**src/rtl/rst_seq_fpga.sv**
```systemverilog
// Reset sequencer: synchronises and debounces the board reset sources, waits for PLL lock,
// holds the system reset for a fixed time and reports the cause. Optional sticky cause: RST_SEQ_CAUSE_STICKY_EN.
module rst_seq_fpga #(
  parameter int unsigned DebounceCycles = 16,
  parameter int unsigned HoldCycles     = 32,
  parameter int unsigned SyncStages     = 2
) (
  input  logic       clk_i,
  input  logic       rst_i,
  input  logic       btn_rst_ni,
  input  logic       jtag_srst_ni,
  input  logic       pll_locked_i,
`ifdef RST_SEQ_CAUSE_STICKY_EN
  input  logic       cause_clr_i,
`endif
  output logic       rst_sys_no,
  output logic       rst_active_o,
  output logic [1:0] rst_cause_o
);

  localparam logic [15:0] DbLast   = 16'(DebounceCycles - 1);
  localparam logic [15:0] HoldLast = 16'(HoldCycles - 1);

  typedef enum logic [1:0] {ST_RESET, ST_WAIT, ST_HOLD, ST_RUN} state_e;

  logic [SyncStages-1:0] btn_sync_q, srst_sync_q, lock_sync_q;
  logic                  btn_s, srst_s, lock_s;
  logic                  btn_db_q, srst_db_q;
  logic [15:0]           btn_cnt_q, srst_cnt_q;
  logic                  ok;
  state_e                state_q, state_d;
  logic [15:0]           hold_cnt_q, hold_cnt_d;
  logic                  run_exit;
  logic [1:0]            new_cause;

  always_ff @(posedge clk_i or posedge rst_i) begin
    if (rst_i) begin
      btn_sync_q  <= '0;
      srst_sync_q <= '0;
      lock_sync_q <= '0;
    end else begin
      btn_sync_q  <= {btn_sync_q[SyncStages-2:0], btn_rst_ni};
      srst_sync_q <= {srst_sync_q[SyncStages-2:0], jtag_srst_ni};
      lock_sync_q <= {lock_sync_q[SyncStages-2:0], pll_locked_i};
    end
  end

  assign btn_s  = btn_sync_q[SyncStages-1];
  assign srst_s = srst_sync_q[SyncStages-1];
  assign lock_s = lock_sync_q[SyncStages-1];

  // A debounced value only follows its input after DebounceCycles consecutive differing samples
  always_ff @(posedge clk_i or posedge rst_i) begin
    if (rst_i) begin
      btn_db_q  <= 1'b0;
      btn_cnt_q <= '0;
    end else if (btn_s == btn_db_q) begin
      btn_cnt_q <= '0;
    end else if (btn_cnt_q == DbLast) begin
      btn_db_q  <= btn_s;
      btn_cnt_q <= '0;
    end else begin
      btn_cnt_q <= btn_cnt_q + 16'd1;
    end
  end

  always_ff @(posedge clk_i or posedge rst_i) begin
    if (rst_i) begin
      srst_db_q  <= 1'b0;
      srst_cnt_q <= '0;
    end else if (srst_s == srst_db_q) begin
      srst_cnt_q <= '0;
    end else if (srst_cnt_q == DbLast) begin
      srst_db_q  <= srst_s;
      srst_cnt_q <= '0;
    end else begin
      srst_cnt_q <= srst_cnt_q + 16'd1;
    end
  end

  assign ok = lock_s & btn_db_q & srst_db_q;

  always_ff @(posedge clk_i or posedge rst_i) begin
    if (rst_i) begin
      state_q    <= ST_RESET;
      hold_cnt_q <= '0;
    end else begin
      state_q    <= state_d;
      hold_cnt_q <= hold_cnt_d;
    end
  end

  always_comb begin
    state_d    = state_q;
    hold_cnt_d = hold_cnt_q;
    run_exit   = 1'b0;
    case (state_q)
      ST_RESET: begin
        state_d    = ST_WAIT;
        hold_cnt_d = '0;
      end
      ST_WAIT: begin
        hold_cnt_d = '0;
        if (ok) state_d = ST_HOLD;
      end
      ST_HOLD: begin
        if (!ok) begin
          state_d    = ST_WAIT;
          hold_cnt_d = '0;
        end else if (hold_cnt_q == HoldLast) begin
          state_d    = ST_RUN;
          hold_cnt_d = '0;
        end else begin
          hold_cnt_d = hold_cnt_q + 16'd1;
        end
      end
      ST_RUN: begin
        if (!ok) begin
          state_d  = ST_WAIT;
          run_exit = 1'b1;
        end
      end
      default: state_d = ST_RESET;
    endcase
  end

  // Lock loss outranks the button, which outranks the JTAG request
  assign new_cause = !lock_s   ? 2'b01 :
                     !btn_db_q ? 2'b10 : 2'b11;

`ifdef RST_SEQ_CAUSE_STICKY_EN
  logic armed_q;

  always_ff @(posedge clk_i or posedge rst_i) begin
    if (rst_i) begin
      rst_cause_o <= 2'b00;
      armed_q     <= 1'b1;
    end else if (run_exit && (armed_q || cause_clr_i)) begin
      rst_cause_o <= new_cause;
      armed_q     <= 1'b0;
    end else if (cause_clr_i) begin
      rst_cause_o <= 2'b00;
      armed_q     <= 1'b1;
    end
  end
`else
  always_ff @(posedge clk_i or posedge rst_i) begin
    if (rst_i) begin
      rst_cause_o <= 2'b00;
    end else if (run_exit) begin
      rst_cause_o <= new_cause;
    end
  end
`endif

  always_ff @(posedge clk_i or posedge rst_i) begin
    if (rst_i) rst_sys_no <= 1'b0;
    else       rst_sys_no <= (state_q == ST_RUN);
  end

  assign rst_active_o = (state_q != ST_RUN);

endmodule

```
**config.mk**
```make
export PLATFORM = sky130hd
export DESIGN_NAME = rst_seq_fpga
export DESIGN_NICKNAME = d
export VERILOG_FILES = /design/src/rtl/rst_seq_fpga.sv
export SDC_FILE = /design/constraint.sdc
export NUM_CORES = 1
export LEC_CHECK = 0
export CAP_MARGIN = 20
export CORE_MARGIN = 2
export CORE_UTILIZATION = 55
export CTS_CLUSTER_DIAMETER = 120
export CTS_CLUSTER_SIZE = 40
export DETAILED_ROUTE_END_ITERATION = 12
export PLACE_DENSITY_LB_ADDON = 0.3
export SLEW_MARGIN = 20
export SYNTH_ARGS = -nofsm -noshare
export SYNTH_HDL_FRONTEND = slang
export SYNTH_SLANG_ARGS = --single-unit
```
**constraint.sdc**
```tcl
create_clock -name clk_i -period 2.35 [get_ports clk_i]
set_input_delay 0.705 -clock clk_i [delete_from_list [all_inputs] [get_ports clk_i]]
set_output_delay 0.705 -clock clk_i [all_outputs]
set_load 0.03 [all_outputs]
```
==> summary.md <==
| Metric | Value |
|---|---|
| Run status | `finished clean` |
| Setup violators final | `0` |
| Total congestion overflow | `0` |
| Cell type with the largest total area after synthesis | `dfrtp_1` |
| VDD IR-drop max | `0.000512 V` |
| Register share of total power | `54.5%` |
| Ranking of synthesized cells by area | `dfrtp_1, xnor2_1, nor2_1` |
| Overall die height | `77.5 um` |
| Setup repair after global routing missed its margin | `no` |
| Kind of capture point of the worst setup path | `output pin` |
| Maximum capacitance violations | `0` |
| Count of hold-fix buffers inserted at cts | `0` |
| Portion of netlist area occupied by mux cells | `1.43%` |
| Worst slack at placement | `0.352 ns` |
| Static leakage | `0.00137 uW` |
| Fin crit period | `2.25 ns` |
| Routed wirelength normalized by instance count | `14.2 um` |
| Final TNS setup | `0 ns` |
| Number of distinct library cells after synthesis | `41` |
| Post-synthesis instance total | `293` |
| XOR/XNOR share of the synthesized area | `10.6%` |
| Clock net sink count | `61` |
| Pin count of the biggest net entering global routing | `62` |
| Dominant combinational cell family by area after synthesis | `simple AND/OR/NAND/NOR gates` |
| Clock network fraction of total power | `42.8%` |
| Total instance count after detailed placement | `366` |
| Rel. slew slack | `65.7%` |
| Clock buffers created by TritonCTS | `9` |
| Core Region | `5170 um2` |
| Fmax achieved | `445 MHz` |
| Number of nets with antenna violations after routing | `0` |
| Endpoint required time on the critical path | `1.64 ns` |
| Power density of the placed cells | `596 nW/um2` |
| Area share of the largest cell type after synthesis | `51.3%` |
| Count of standard-cell rows | `26` |
| Number of enable-type register cells in the synthesized netlist | `0` |
| Number of antenna repair diodes | `0` |
| Root buffer selected by CTS | `clkbuf_8` |
| List of most frequent post-synthesis cells | `dfrtp_1, nor2_1, xnor2_1, nand2_1` |
| TritonRoute pass-1 iters | `4` |
| Final hold viol count | `0` |
| GPL Wtd Cong | `0.940` |
| Synthesized-area fraction occupied by and/or/nand/nor cells | `26.1%` |
| DRC violations left | `0` |
| Sequential fraction of the synthesis area | `51.3%` |
| Global-route wire length before repair | `9430 um` |
| Net count after synthesis | `305` |
| Synth Warn # | `0` |
| Fraction of final layout cells sized beyond drive strength 1 | `9.29%` |
| Antenna violations before repair | `0` |
| Post-Route WL | `5410 um` |
| Synthesized-area fraction occupied by ao, oa, aoi and oai cells | `5.05%` |
| Startpoint type of the worst setup path | `flop` |
| Total track usage | `20.1%` |
| Final worst slack | `0.102 ns` |
| Yosys reg bits | `61` |
| Top FF cell, synth | `dfrtp_1` |
| Initial Utilization | `57.5%` |
| Critical Setup Path Class | `flop to output pin` |
| Fraction of the cycle the final worst path needs | `95.7%` |
| Width of the chip | `77.5 um` |
| Via count of the first global-routing pass | `2089` |
| Pins over their slew limit | `0` |
| HP Class | `flop to flop` |
| Count of routing violations after the opening detailed-route iteration | `103` |
| Ports placed on the boundary | `9` |
| Cell internal pwr | `1520 uW` |
| Adder and majority cell fraction of the synthesized area | `2.94%` |
| H-tree lvl count | `3` |
| Number of standard cells in the final layout excluding fillers | `382` |
| Worst Tran Pin Value | `0.513 ns` |
| Most used standard cell by instance count after synthesis | `dfrtp_1` |
| Worst Skew | `0.00920 ns` |
| Worst-path clk slew | `0.06 ns` |
| PostCTS Resize Cnt | `0` |
| Switching power total | `451 uW` |
| Routed vias/inst | `5.72` |
| Critical path data arrival time | `1.54 ns` |
| Number of filler cells placed in the layout | `421` |
| Largest fanout on the critical path | `16` |
| Area overhead of the layout relative to synthesis | `11.2%` |
| Mean post-synth cell area | `10.2 um2` |
| Nets@finish | `319` |
| Buffers on Ports | `8` |
| Summed instance area of the synthesized netlist | `2970 um2` |
| DP HPWL | `3680 um` |
| Buffers inserted during post-CTS setup optimization | `0` |
| Clock Latency Late Sink | `0.34 ns` |
| Die Footprint | `6010 um2` |
| Clock buffer depth | `2` |
| Fraction of power consumed by combinational cells | `2.7%` |
| Via count of the routed design | `2185` |
| TritonCTS clock tree | `done` |
| Sw Ratio | `22.9%` |
| Proportion of register bits with asynchronous set or reset after synthesis | `100%` |
[cell type report]
type                            count  area [um2]  share of cell area [%]
Tap cell                           70        87.6                    2.65
Clock inverter                      3        20.0                   0.605
Timing Repair Buffer               10         105                    3.18
Sequential cell                    61        1530                    46.1
Clock buffer                       13         159                    4.80
Multi-Input combinational cell    215        1370                    41.5
Inverter                           10        37.5                    1.13
[through the flow]
step | hold slack, ns | total power [uW] | instance area (um2) | utilization [%]
final | 0.349 | 1970 | 3310 | 64.0
after detailed placement | 0.336 | 1150 | 3130 | 60.5
after floorplan | 0.331 | 1130 | 2970 | -
after global placement | 0.334 | 1150 | 3130 | 60.5
after global routing | 0.355 | 2050 | 3310 | 64.0
after CTS | 0.350 | 1990 | 3310 | 64.0
[cell usage in the layout, fill, tap and decap left out, types with 2 or more instances in the layout]
cell              n
xor2_1            9
nand4_1          14
o21ai_0           6
and3_1            3
or3_1             5
nor3_1            9
mux2i_1           2
and4_1            2
xnor2_1          27
a21o_1            2
a21oi_1           5
nor2_1           43
or4_1             2
clkdlybuf4s50_1   7
clkbuf_1          2
a21oi_2           2
nor4_1           18
clkinvlp_4        2
ha_1              7
mux2_2            2
nand4b_1          2
clkbuf_8         11
nand2_1          20
nand3_1          18
buf_4             2
o41ai_1           2
inv_1             9
dfrtp_1          61
[metal layers]
metal | vias up | track usage (%) | wire length (um)
met2 | 47 | 31.7 | 2640
met1 | 1062 | 25.5 | 2470
li1 | 1063 | - | -
met5 | - | 0 | 0
met4 | 0 | 9.29 | 109
met3 | 13 | 5.93 | 193
[worst max-delay path, cell delays in order, from the launching register on]
cell and delay [ns]:
dfrtp_1 0.42, ha_1 0.22, buf_4 0.19, inv_1 0.18, buf_4 0.20
[registers in the layout, indices dropped and copies added, names as in the netlist]
register	flops
srst_sync_q	2
btn_cnt_q	16
hold_cnt_q	16
lock_sync_q	2
srst_db_q	1
state_q	2
rst_cause_o	2
srst_cnt_q	16
btn_db_q	1
btn_sync_q	2
rst_sys_no	1
[power groups by stage]
| stage | logic [uW] | clock network (uW) | registers [uW] |
|---|---|---|---|
| after floorplan | 34.7 | 0 | 1090 |
| after global routing | 62.7 | 910 | 1080 |
| after CTS | 55.3 | 860 | 1080 |
| after detailed placement | 55.5 | 0 | 1100 |
| after global placement | 54.7 | 0 | 1090 |
| final | 52.9 | 844 | 1080 |
[path summary, 6_finish.rpt]
| path | cells past startpoint | slack, ns | to | from |
|---|---|---|---|---|
| setup / recovery | 4 | 0.10 | rst_active_o | state_q[0] |
| hold / removal | 0 | 0.35 | srst_sync_q[1] | srst_sync_q[0] |
| setup reg to reg | 5 | 0.31 | hold_cnt_q[10] | hold_cnt_q[0] |
| hold reg to reg | 0 | 0.35 | srst_sync_q[1] | srst_sync_q[0] |
| max in group asynchronous | 3 | 1.35 | hold_cnt_q[13] | rst_i |
| min in group asynchronous | 3 | 0.75 | btn_cnt_q[10] | rst_i |
[kinds of logic after synthesis]
logic type	Yosys count
AO/OA/AOI/OAI	23
XOR/XNOR	36
adder cells (fa/ha/maj)	7
buffers and inverters	17
flip-flops	61
multiplexers	4
AND/OR/NAND/NOR	145
Power figures use the tool's default switching activity.
